### src/rtl/fetch_sequencer.sv
// Fetch-stage sequencer: owns the PC and arbitrates redirect > stall > halt > advance.
// Define FETCH_PERF_CNT_EN to add saturating stall/redirect performance counters.
module fetch_sequencer #(
    parameter logic [31:0] RESET_PC = 32'd0
) (
    input  logic        clock,
    input  logic        reset_n,
    input  logic        stall,
    input  logic        redirect,
    input  logic [31:0] redirect_pc,
    input  logic        halt,
    output logic [31:0] pc_out,
    output logic [31:0] pc_plus_1,
    output logic [11:0] address_imem,
    output logic        fetch_valid,
    output logic        fd_enable,
    output logic        fd_flush,
    output logic        dx_flush,
`ifdef FETCH_PERF_CNT_EN
    output logic [31:0] stall_cycles,
    output logic [31:0] redirect_count,
`endif
    output logic [1:0]  fsm_state
);

    localparam logic [1:0] ST_BOOT = 2'b00;
    localparam logic [1:0] ST_RUN  = 2'b01;
    localparam logic [1:0] ST_HALT = 2'b10;

    logic [31:0] r_pc;
    logic [1:0]  r_state;

    logic [31:0] w_pc_next;
    logic [1:0]  w_state_next;
    logic        w_fetch_valid;
    logic        w_fd_enable;
    logic        w_fd_flush;
    logic        w_dx_flush;
    logic        w_take_stall;
    logic        w_take_redirect;

    assign pc_plus_1 = r_pc + 32'd1;

    always_comb begin
        w_pc_next       = r_pc;
        w_state_next    = r_state;
        w_fetch_valid   = 1'b0;
        w_fd_enable     = 1'b1;
        w_fd_flush      = 1'b1;
        w_dx_flush      = 1'b0;
        w_take_stall    = 1'b0;
        w_take_redirect = 1'b0;
        case (r_state)
            ST_RUN: begin
                if (redirect) begin
                    // Stall/halt seen alongside a redirect belong to the wrong path.
                    w_pc_next       = redirect_pc;
                    w_dx_flush      = 1'b1;
                    w_take_redirect = 1'b1;
                end else if (stall) begin
                    w_fetch_valid = 1'b1;
                    w_fd_enable   = 1'b0;
                    w_fd_flush    = 1'b0;
                    w_take_stall  = 1'b1;
                end else if (halt) begin
                    w_state_next = ST_HALT;
                end else begin
                    w_pc_next     = pc_plus_1;
                    w_fetch_valid = 1'b1;
                    w_fd_flush    = 1'b0;
                end
            end
            ST_HALT: begin
                if (redirect) begin
                    w_pc_next       = redirect_pc;
                    w_state_next    = ST_RUN;
                    w_dx_flush      = 1'b1;
                    w_take_redirect = 1'b1;
                end
            end
            default: begin
                // BOOT, and recovery from the unused encoding.
                w_state_next = ST_RUN;
            end
        endcase
    end

    always_ff @(posedge clock or negedge reset_n) begin
        if (!reset_n) begin
            r_pc    <= RESET_PC;
            r_state <= ST_BOOT;
        end else begin
            r_pc    <= w_pc_next;
            r_state <= w_state_next;
        end
    end

`ifdef FETCH_PERF_CNT_EN
    logic [31:0] r_stall_cycles;
    logic [31:0] r_redirect_count;

    always_ff @(posedge clock or negedge reset_n) begin
        if (!reset_n) begin
            r_stall_cycles   <= 32'd0;
            r_redirect_count <= 32'd0;
        end else begin
            if (w_take_stall && (r_stall_cycles != 32'hFFFF_FFFF))
                r_stall_cycles <= r_stall_cycles + 32'd1;
            if (w_take_redirect && (r_redirect_count != 32'hFFFF_FFFF))
                r_redirect_count <= r_redirect_count + 32'd1;
        end
    end

    assign stall_cycles   = r_stall_cycles;
    assign redirect_count = r_redirect_count;
`endif

    assign pc_out       = r_pc;
    assign address_imem = r_pc[11:0];
    assign fetch_valid  = w_fetch_valid;
    assign fd_enable    = w_fd_enable;
    assign fd_flush     = w_fd_flush;
    assign dx_flush     = w_dx_flush;
    assign fsm_state    = r_state;

endmodule

### config.mk
export PLATFORM = sky130hd
export DESIGN_NAME = fetch_sequencer
export DESIGN_NICKNAME = d
export VERILOG_FILES = /design/src/rtl/fetch_sequencer.sv
export SDC_FILE = /design/constraint.sdc
export NUM_CORES = 1
export LEC_CHECK = 0
export CAP_MARGIN = 20
export CORE_MARGIN = 10
export CORE_UTILIZATION = 41
export CTS_CLUSTER_DIAMETER = 80
export DETAILED_ROUTE_END_ITERATION = 16
export GPL_TIMING_DRIVEN = 1
export PLACE_DENSITY = 0.78
export SLEW_MARGIN = 20
export SYNTH_ARGS = -nofsm -noshare
export SYNTH_HDL_FRONTEND = slang
export SYNTH_SLANG_ARGS = --single-unit
### constraint.sdc
create_clock -name clock -period 2 [get_ports clock]
set_clock_uncertainty 0.05 [all_clocks]
set_input_delay 0.4 -clock clock [delete_from_list [all_inputs] [get_ports clock]]
set_output_delay 0.4 -clock clock [all_outputs]
set_load 0.05 [all_outputs]
-- Yosys cells after proc, flatten, opt, wreduce, memory -nomap -nowiden
Cells that the tools add are included.
W data, S select, Z words.
- $add $sub $neg: 1
- equal/unequal tests: 8
- multiplexer cells: 23
- reduce and logical (&&, ||, !) cells: 4
- operators by type and width (kind ; number):
    $mux W32 ; 4
    $pmux W32 S2 ; 1
    $add A32 B1 Y32 const B ; 1
    $mux W1 ; 13
    $mux W2 ; 4
    $ne A2 B2 Y1 const B ; 4
    $reduce_and A4 Y1 ; 2
    $ne A3 B3 Y1 const B ; 2
    $pmux W2 S2 ; 1
    $eq A2 B1 Y1 const B ; 1
    $eq A2 B2 Y1 const B ; 1
    $reduce_bool A2 Y1 ; 1
    $reduce_or A2 Y1 ; 1
- bits in registers: 34
- logic and storage cells: 38

-- Logic depth before layout (Yosys ltp)
- word-level depth: 5
- depth in mapped cells: 9
- mapped depth without buffers: 6

-- Worst setup path after synthesis
Ideal clock, no wire load.
- kind: flip-flop to output port
- start point: register r_pc[1], in the netlist pc_out[1]
- end point: output port pc_plus_1[20]
- arrival: 2.853 ns
- setup slack: -1.303 ns
- stages on the path, launching flop included: 7
- cells stage by stage: dfrtp_1 -> ha_1 -> nand2_1 -> or3_1 -> buf_2 -> or3_4 -> xnor2_1
- longest elaborated chain between the ends: 1
- RTL lines (element ; RTL line ; text):
    start, declared ; 30 ; logic [31:0] r_pc;
    start signal, assigned ; 93 ; r_pc <= w_pc_next;
    $add A32 B1 Y32 ; 42 ; assign pc_plus_1 = r_pc + 32'd1;
    end, declared ; 13 ; output logic [31:0] pc_plus_1,
Every way passes these cells.

-- Worst setup path after layout
- start point: register r_pc[3], in the netlist pc_out[3]
- end point: output port pc_plus_1[20]
Same word-level chain as after synthesis.

==> run metrics <==
Post-synth EDFFs 0; initial core utilization 42.4%; Root Driver clkbuf_8; CP Buf/Inv Count 1; die area 11500 um^2; initial antenna violation count 0; Tot GR Track Use 24.1%; area leader, netlist dfrtp_1; ys async rst share 100%; DRC Markers 1; crit path kind reg2out; Max Buffers Root-to-Sink 2; Min Hold Slack 0.470 ns; Synth-to-Final Area Change 114%; Synth Warn # 0; max incr delay on CP 0.46 ns; Post-Route Utilization 90.9%; cell with the most instances after synthesis dfrtp_1; diode count 0; syn avg cell area 7.85 um^2; HPWL after detailed placement 10900 um; Slew headroom 65.3%; Post-synth top cells dfrtp_1, nand2_1, o21ai_0; Cell variety after synth 53; syn nets 436; max frequency 0.392 GHz; vias in the first global route 4301; maximum VDD drop 1.81 mV; Largest delay share family, worst path simple AND/OR/NAND/NOR gates; Sink Count 34; 1st-pass router iterations 12; static leakage 2.81 nW; chip width 107 um; Top Ports 119; wire per inst 23.6 um; Hold Fails Final Rpt 0; RSZ-0062 raised after global routing yes; clock-pin transition on the worst setup and hold timing paths 0.08 ns; min-delay worst type in2async; worst-path maximum fanout 6; Total Power 0.0129 W; Total Nets Final 654; TritonCTS clock tree done; CTS buffer count 5; clock latency at the later pin of the worst-skew pair 0.30 ns; Worst Path Required 1.55 ns; endpoints failing setup 33; first-pass GRT wire length 22700 um; antenna viol nets, final 0; ranking of synthesized cells by area dfrtp_1, xnor2_1, nand4_1; number of synthesized register bits 34; Post-CTS Hold Buffers 0; Post-Route WL 16800 um; post-layout worst setup margin -0.550 ns; Max-Cap Viols 0; layout cells sized above 1 58.2%; Final Max Slew Viols 0; Worst Tran Pin Value 0.516 ns; post-synthesis sequential area ratio 27.4%; status complete, but fails checks; Top FF cell, synth dfrtp_1; std cell rows 31; setup TNS -9.54 ns; critical path arrival 2.10 ns; GR Overflow Total 0; Core Area 7330 um^2; largest net degree at the start of global routing 35; pwr/cell area 1930 nW/um^2; worst-path cell chain nand3_4, or3_4, or3_4, xnor2_4, buf_12; post-synth top area share 27.4%; Setup WS pre-CTS -0.240 ns; PortBufs 118; total number of vias 4473; GP Congestion 0.908; Die Span Y 107 um; Initial DRC Count 404; Setup crit end kind primary output; failing checks DRC, setup timing; CP max stage cell dfrtp_2; CTS HTree Levels 2; CP most frequent cell or3_4; CP Launch Type flop; vias per cell 6.26; Mapped Area 3110 um^2; synthesized instance count 396; Final min period 2.55 ns; period utilization 127%
==> worst reg2reg max path, stage by stage (launching register included) <==
cell,delay (ns)
dfrtp_2,0.46
nand3_4,0.15
or3_4,0.45
buf_6,0.14
buf_8,0.13
buf_4,0.14
o22a_1,0.19
o22a_1,0.21
==> logic make-up after synthesis <==
logic type	synth area share (%)
flops	27.4
buf+inv	9.65
compound gates	18.8
simple gates	34.2
fa+ha+maj	1.21
xor+xnor	8.17
mux	0.684
==> stage by stage <==
stage / instance area, um^2 / std cells
after floorplan: 3880 / 396
after global placement: 5880 / 673
after detailed placement: 5880 / 673
after CTS: 6170 / 689
after global routing: 6660 / 714
final: 6660 / 714
==> power by group <==
part	internal [W]	total, W	switching (W)
sequential	0.00107	0.00153	0.000464
combinational	0.00458	0.0108	0.00621
clock	0.000248	0.000531	0.000283
total	0.00590	0.0129	0.00696
==> state kept, by name, summed over array words and instances, names as in the netlist <==
name,count
pc_out,32
fsm_state,2
==> timing repair <==
action                     in CTS  in global routing
buffers inserted                8                 28
cloned                          0                  3
resized for setup              33                 60
pin swaps                      28                 28
setup endpoints to repair      29                 48
==> layout make-up <==
type | instances | area, um^2
timing repair buffer | 263 | 2640
sequential | 34 | 888
multi-input combinational | 302 | 2890
fill | 281 | 669
tap | 99 | 124
clock buffer | 8 | 80.1
inverter | 8 | 33.8
==> path summary, 6_finish.rpt <==
path                            cells after the start            end  slack [ns]       start
worst min register to register                      2     pc_out[24]        0.61  pc_out[24]
max in group asynchronous                           2   fsm_state[0]        1.03     reset_n
min in group clock                                  2     pc_out[24]        0.61  pc_out[24]
worst max-delay path                                5  pc_plus_1[20]       -0.55   pc_out[3]
worst min-delay path                                2     pc_out[10]        0.47     reset_n
worst max register to register                      7     pc_out[10]       -0.04   pc_out[3]
==> placed cells by master (no fill, tap or decap), drive strengths merged, types with 5 or more instances in the layout <==
cell           synthesis  layout
nor4                  13      13
nor2                  23      23
and2                   8      10
o21ai                 25      25
nand2                 32      32
clkdlybuf4s50          0      35
o31a                   5       5
nand3                 13      13
and4                  12      12
xor2                  13      13
inv                    8       7
nand3b                17      17
dfrtp                 34      34
nor3                  12      12
a21oi                 10      10
a311oi                 5       5
o21a                   5       5
or3                    7       7
o22a                   7       7
a211oi                 8       8
buf                   28     226
nand4                 23      23
clkbuf                26       9
and3                  14      14
xnor2                 16      16
==> metal layers <==
metal | GRT usage, % | part of all wire, %
met3 | 6.05 | 9.8
met2 | 41.4 | 50
met1 | 28.4 | 36
met5 | 0 | 0
met4 | 8.32 | 4.6
Note: power is estimated with default switching activity, not from simulation.
